### src/rtl/mem_pkg.sv
// Shared definitions for the memory initiator: FSM state encoding and the
// default geometry/timing of the attached memory.
package mem_pkg;

   localparam int DEF_MEM_DEPTH   = 512;
   localparam int DEF_WAIT_CYCLES = 1;

   typedef enum logic [1:0] {
      ST_IDLE    = 2'd0,
      ST_STROBE  = 2'd1,
      ST_RELEASE = 2'd2,
      ST_RESP    = 2'd3
   } state_e;

endpackage

### src/rtl/mem_initiator_if.sv
// CPU request/response channel plus memory strobe bus of the initiator.
// The master modport is the initiator's view; slave is the CPU/memory side.
interface mem_initiator_if;

   logic        req_valid;
   logic        req_ready;
   logic        req_we;
   logic [31:0] req_addr;
   logic [31:0] req_wdata;

   logic        rsp_valid;
   logic        rsp_ready;
   logic [31:0] rsp_rdata;
   logic        rsp_err;

   logic [31:0] mem_address;
   logic [31:0] mem_data_in;
   logic        mem_read;
   logic        mem_write;
   logic [31:0] mem_data_out;

   modport master (
      input  req_valid, req_we, req_addr, req_wdata, rsp_ready, mem_data_out,
      output req_ready, rsp_valid, rsp_rdata, rsp_err,
             mem_address, mem_data_in, mem_read, mem_write
   );

   modport slave (
      output req_valid, req_we, req_addr, req_wdata, rsp_ready, mem_data_out,
      input  req_ready, rsp_valid, rsp_rdata, rsp_err,
             mem_address, mem_data_in, mem_read, mem_write
   );

endinterface

### src/rtl/mem_initiator.sv
// Single-outstanding CPU-to-memory initiator: holds the read/write strobe for
// WAIT_CYCLES+1 cycles, releases for one cycle, then presents the response.
module mem_initiator
   import mem_pkg::*;
#(
   parameter int WAIT_CYCLES = DEF_WAIT_CYCLES,
   parameter int MEM_DEPTH   = DEF_MEM_DEPTH
) (
   input  logic            clk,
   input  logic            clr,
   mem_initiator_if.master bus
);

   localparam logic [1:0]  S_IDLE    = ST_IDLE;
   localparam logic [1:0]  S_STROBE  = ST_STROBE;
   localparam logic [1:0]  S_RELEASE = ST_RELEASE;
   localparam logic [1:0]  S_RESP    = ST_RESP;
   localparam logic [3:0]  WAIT_LOAD = 4'(WAIT_CYCLES);
   localparam logic [31:0] DEPTH_W   = 32'(MEM_DEPTH);

   logic [1:0]  r_state;
   logic [3:0]  r_cnt;
   logic        r_mem_read;
   logic        r_mem_write;
   logic [31:0] r_mem_address;
   logic [31:0] r_mem_data_in;
   logic        r_rsp_valid;
   logic        r_rsp_err;
   logic [31:0] r_rsp_rdata;

   logic        w_req_ready;
   logic        w_accept;
   logic        w_in_range;

   // Ready depends only on state and reset, never on rsp_ready.
   assign w_req_ready = (r_state == S_IDLE) && clr;
   assign w_accept    = bus.req_valid && w_req_ready;
   assign w_in_range  = bus.req_addr < DEPTH_W;

   always_ff @(posedge clk) begin
      // NOTE: every register here, datapath included, is cleared so a transaction
      // cut short by reset leaves no stale address, data or response behind.
      if (!clr) begin
         r_state       <= S_IDLE;
         r_cnt         <= '0;
         r_mem_read    <= 1'b0;
         r_mem_write   <= 1'b0;
         r_mem_address <= '0;
         r_mem_data_in <= '0;
         r_rsp_valid   <= 1'b0;
         r_rsp_err     <= 1'b0;
         r_rsp_rdata   <= '0;
      end else begin
         case (r_state)
            S_IDLE: begin
               if (w_accept) begin
                  r_mem_address <= bus.req_addr;
                  r_mem_data_in <= bus.req_wdata;
                  r_rsp_rdata   <= '0;
                  r_rsp_err     <= !w_in_range;
                  r_cnt         <= WAIT_LOAD;
                  if (w_in_range) begin
                     r_mem_read  <= !bus.req_we;
                     r_mem_write <= bus.req_we;
                     r_state     <= S_STROBE;
                  end else begin
                     r_rsp_valid <= 1'b1;
                     r_state     <= S_RESP;
                  end
               end
            end
            S_STROBE: begin
               if (r_cnt == 4'd0) begin
                  // Last strobe cycle: the read strobe doubles as the latched load flag.
                  if (r_mem_read) begin
                     r_rsp_rdata <= bus.mem_data_out;
                  end
                  r_mem_read  <= 1'b0;
                  r_mem_write <= 1'b0;
                  r_state     <= S_RELEASE;
               end else begin
                  r_cnt <= r_cnt - 4'd1;
               end
            end
            S_RELEASE: begin
               r_rsp_valid <= 1'b1;
               r_state     <= S_RESP;
            end
            S_RESP: begin
               if (bus.rsp_ready) begin
                  r_rsp_valid <= 1'b0;
                  r_state     <= S_IDLE;
               end
            end
            default: r_state <= S_IDLE;
         endcase
      end
   end

   assign bus.req_ready   = w_req_ready;
   assign bus.rsp_valid   = r_rsp_valid;
   assign bus.rsp_rdata   = r_rsp_rdata;
   assign bus.rsp_err     = r_rsp_err;
   assign bus.mem_address = r_mem_address;
   assign bus.mem_data_in = r_mem_data_in;
   assign bus.mem_read    = r_mem_read;
   assign bus.mem_write   = r_mem_write;

endmodule

### src/flat_wrapper.sv
// flat-port wrapper written by rule: the top's interface ports become plain ports
module mem_initiator_flat import mem_pkg::*;
#(
   parameter int WAIT_CYCLES = DEF_WAIT_CYCLES,
   parameter int MEM_DEPTH   = DEF_MEM_DEPTH
)
  (clk, clr, bus_req_valid, bus_req_we, bus_req_addr, bus_req_wdata, bus_rsp_ready, bus_mem_data_out, bus_req_ready, bus_rsp_valid, bus_rsp_rdata, bus_rsp_err, bus_mem_address, bus_mem_data_in, bus_mem_read, bus_mem_write);
  mem_initiator_if bus_i ();
  input  logic clk;
  input  logic clr;
  input wire logic [$bits(bus_i.req_valid)-1:0] bus_req_valid;
  input wire logic [$bits(bus_i.req_we)-1:0] bus_req_we;
  input wire logic [$bits(bus_i.req_addr)-1:0] bus_req_addr;
  input wire logic [$bits(bus_i.req_wdata)-1:0] bus_req_wdata;
  input wire logic [$bits(bus_i.rsp_ready)-1:0] bus_rsp_ready;
  input wire logic [$bits(bus_i.mem_data_out)-1:0] bus_mem_data_out;
  output wire logic [$bits(bus_i.req_ready)-1:0] bus_req_ready;
  output wire logic [$bits(bus_i.rsp_valid)-1:0] bus_rsp_valid;
  output wire logic [$bits(bus_i.rsp_rdata)-1:0] bus_rsp_rdata;
  output wire logic [$bits(bus_i.rsp_err)-1:0] bus_rsp_err;
  output wire logic [$bits(bus_i.mem_address)-1:0] bus_mem_address;
  output wire logic [$bits(bus_i.mem_data_in)-1:0] bus_mem_data_in;
  output wire logic [$bits(bus_i.mem_read)-1:0] bus_mem_read;
  output wire logic [$bits(bus_i.mem_write)-1:0] bus_mem_write;
  assign bus_i.req_valid = bus_req_valid;
  assign bus_i.req_we = bus_req_we;
  assign bus_i.req_addr = bus_req_addr;
  assign bus_i.req_wdata = bus_req_wdata;
  assign bus_i.rsp_ready = bus_rsp_ready;
  assign bus_i.mem_data_out = bus_mem_data_out;
  assign bus_req_ready = bus_i.req_ready;
  assign bus_rsp_valid = bus_i.rsp_valid;
  assign bus_rsp_rdata = bus_i.rsp_rdata;
  assign bus_rsp_err = bus_i.rsp_err;
  assign bus_mem_address = bus_i.mem_address;
  assign bus_mem_data_in = bus_i.mem_data_in;
  assign bus_mem_read = bus_i.mem_read;
  assign bus_mem_write = bus_i.mem_write;
  mem_initiator #(.WAIT_CYCLES(WAIT_CYCLES), .MEM_DEPTH(MEM_DEPTH)) u_core (.clk(clk), .clr(clr), .bus(bus_i));
endmodule
### config.mk
export PLATFORM = sky130hd
export DESIGN_NAME = mem_initiator_flat
export DESIGN_NICKNAME = d
export VERILOG_FILES = /design/src/rtl/mem_pkg.sv /design/src/rtl/mem_initiator_if.sv /design/src/rtl/mem_initiator.sv /design/src/flat_wrapper.sv
export SDC_FILE = /design/constraint.sdc
export NUM_CORES = 1
export LEC_CHECK = 0
export CAP_MARGIN = 10
export CORE_UTILIZATION = 24
export CTS_BUF_LIST = sky130_fd_sc_hd__clkbuf_4
export CTS_CLUSTER_DIAMETER = 50
export CTS_CLUSTER_SIZE = 28
export DETAILED_ROUTE_END_ITERATION = 7
export PLACE_DENSITY = 0.54
export SLEW_MARGIN = 20
export SYNTH_ARGS = -nofsm -noshare
export SYNTH_HDL_FRONTEND = slang
export SYNTH_SLANG_ARGS = --single-unit
export TNS_END_PERCENT = 10
### constraint.sdc
create_clock -name clk -period 2 [get_ports clk]
set_input_delay 0.6 -clock clk [delete_from_list [all_inputs] [get_ports clk]]
set_output_delay 0.6 -clock clk [all_outputs]
set_load 0.01 [all_outputs]
==> reports/qor.csv <==
stage,metric,value,unit
drt,vias after detailed routing,4145,
power,Total Power,6.71,mW
synth,Mapped Nets,613,
drt,DR pass1 iterations,6,
clocking,Clock Sinks,106,
worst_setup_path,Worst Path Max Fanout,8,
clocking,Hold Buf Count CTS,0,
synth,most frequent cells after synthesis,"164 x nand2_1, 106 x dfxtp_1, 99 x nand3_1, 35 x a21oi_1, 12 x buf_1",
synth,number of synthesized flops with an enable pin,0,
synth,"Top FF cell, synth",dfxtp_1,
global_route,largest net degree at the start of global routing,68,
clocking,clk root buf,clkbuf_4,
timing,Worst-Margin Slew,0.757,ns
synth,"FFs w/ async S/R, synth",0,%
global_route,first-pass GRT wire length,20.9,mm
worst_setup_path,crit path from,u_core.r_state[1],
worst_setup_path,Critical Path RT,2.40,ns
floorplan,die area,0.0176,mm²
placement,Final HPWL DP,9.43,mm
synth,synthesized instance count,505,
synth,post-synthesis sequential area ratio,51.6,%
global_route,vias in the first global route,4092,
synth,Post-Syn Area,0.00411,mm²
synth,"top cells by area, synth","dfxtp_1 52%, nand2_1 15%, nand3_1 12%",
timing,Rel. slew slack,49.5,%
hold_path,Hold Path End,u_core.bus.rsp_rdata[12],
worst_setup_path,CP startpoint kind,register,
drt,via/cell ratio,4.41,
timing,fmax,516,MHz
worst_setup_path,FF-to-FF Start,u_core.r_state[1],
cells_and_area,final layout net count,822,
timing,Final Setup Violations,0,
floorplan,width of the die,133,µm
hold_path,cell depth of the worst hold path,2,
synth,Unique masters post-synth,45,
timing,clk_skew,0.0174,ns
drt,final WL,13.5,mm
drt,DRT iter0 DRCs,152,
timing,endpoints failing hold,0,
power,PD cells,1020,mW/mm²
job,max-cap violations,0,
global_route,initial antenna violation count,0,
worst_setup_path,r2r endpoint,u_core.bus.rsp_rdata[6],
clocking,TritonCTS Buffers,9,
worst_setup_path,Arrival @ worst endpoint,2.34,ns
timing,Final period util,96.9,%
cells_and_area,share of post-route cells with drive strength above 1,12.5,%
synth,Seq cells post-synth,106,
floorplan,# rows,47,
timing,setup_tns,0,ns
worst_setup_path,flop2flop setup slack,0.06,ns
hold_path,worst min path class,reg2reg,
hold_path,HP Start,u_core.bus.rsp_rdata[12],
drt,WL/cell,14.3,µm
synth,"area leader, netlist",dfxtp_1,
timing,unrepaired setup endpoints after global routing,true,
clocking,Clock H-tree levels,3,
worst_setup_path,Worst Reg2Reg Path Length in Cells,9,
clocking,clk slew on worst S/H paths,0.16,ns
synth,most frequent cell after synthesis,nand2_1,
placement,GP Congestion,0.757,
floorplan,core area,0.0166,mm²
timing,min Tclk post-route,1.94,ns
cells_and_area,number of antenna diodes,0,
drt,Final ANT Viol Nets,0,
worst_setup_path,crit end category,register,
synth,share of the synthesized area in the top cell type,51.6,%
floorplan,# IOs,202,
cells_and_area,filler instances,1725,
placement,PortBufs,201,
synth,"Avg Cell Area, Syn",8.14,µm²
floorplan,Die Y,133,µm
clocking,clk buf depth,2,
floorplan,initial core utilization,24.7,%
timing,Slew Limit Fails,0,
drt,drt drc,0,
clocking,worst skew pair latency,0.47,ns
global_route,gr ovfl total,0,
worst_setup_path,Crit Path Class,reg2reg,
global_route,GRT Util Overall,14.9,%
cells_and_area,P&R area growth vs syn,60.2,%
status,status,"finished, final reports clean",
clocking,TritonCTS clock tree,built,
synth,Synth warnings,0,
power,Worst VDD drop,0.527,mV
power,static leakage power,3.10,nW
[per-layer routing]
layer  vias to the layer above  wire length, µm  global-route usage [%]  share of wire, %
li1                       2104                -                       -                 -
met1                      1849             5770                    17.8                43
met2                       176             6020                    23.5                45
met3                        16             1430                    6.25                11
met4                         0              246                    5.68               1.8
met5                         -                0                       0                 0
[worst max path at each step]
stage / end / slack (ns) / cells past startpoint
2_1_floorplan: u_core.bus.rsp_rdata[22] / 0.12 / 8
3_3_place_gp: u_core.bus.mem_read / -0.33 / 6
3_5_place_dp: u_core.bus.mem_write / -0.33 / 6
4_1_cts: bus_req_ready / -0.05 / 5
5_1_grt: u_core.bus.rsp_rdata[7] / -0.01 / 9
6_report: u_core.bus.rsp_rdata[6] / 0.06 / 9
[kinds of logic (layout without fill, tap and decap cells)]
kind of cell / count (synthesis) / after routing / synth area share (%)
AO/OA/AOI/OAI: 52 / 52 / 8.13
adder cells (fa/ha/maj): 7 / 7 / 2.13
buffers and inverters: 45 / 259 / 5.66
flip-flops: 106 / 106 / 51.6
multiplexers: 4 / 4 / 0.974
AND/OR/NAND/NOR: 291 / 291 / 31.5
[state kept, by name, summed over array words and instances (netlist names)]
signal,count
u_core.bus.mem_address,32
u_core.bus.mem_data_in,32
u_core.bus.rsp_rdata,32
u_core.r_cnt,4
u_core.r_state,2
u_core.bus.mem_read,1
u_core.bus.mem_write,1
u_core.bus.rsp_err,1
u_core.bus.rsp_valid,1
[area by class of cell]
class | count | area, µm² | share of cell area (%)
repair buffers | 235 | 2210 | 33.6
multi-input cells | 354 | 1800 | 27.4
flip-flops and latches | 106 | 2140 | 32.5
clock buffers | 10 | 75.1 | 1.14
inverters | 8 | 35.0 | 0.532
clock inverters | 6 | 42.5 | 0.646
well taps | 220 | 275 | 4.18
[stage by stage]
stage	area (µm²)	instances	setup slack [ns]	hold WS (ns)	util [%]
3_5_place_dp	6450	917	-0.331	0.444	38.8
2_1_floorplan	4110	505	0.120	0.452	-
6_report	6580	939	0.0616	0.460	39.5
4_1_cts	6470	933	-0.0543	0.463	38.9
3_3_place_gp	6450	917	-0.334	0.437	38.8
5_1_grt	6580	939	-0.0113	0.478	39.5
[worst max-delay path: stages (launching register included)]
cell       delay, ns
dfxtp_2         0.38
inv_4           0.05
ha_4            0.16
buf_4           0.15
or2b_4          0.28
a221oi_4        0.28
buf_4           0.18
clkbuf_16       0.15
nand3_1         0.07
a21oi_1         0.15
[report_power, final]
group	internal, mW	total, mW	leakage [nW]	switching (mW)
clock	0.276	1.01	0.0697	0.736
combinational	1.40	3.00	2.16	1.60
sequential	2.50	2.69	0.871	0.197
total	4.17	6.71	3.10	2.54
[what timing repair did]
action	CTS	global route
buffers inserted	0	4
gates resized for setup	120	16
setup endpoints to repair	108	34
pin swaps	1	4
cloned	0	2
[cells in the final DEF, fill, tap and decap left out, types with 5 or more instances in the layout]
cell type / count
ha_1: 5
clkbuf_4: 10
nor4_1: 5
a21oi_1: 33
buf_4: 28
clkdlybuf4s50_1: 99
nand2_1: 164
dlygate4sd2_1: 100
dfxtp_1: 91
dfxtp_2: 15
nand3_1: 98
(Power assumes the default switching activity.)
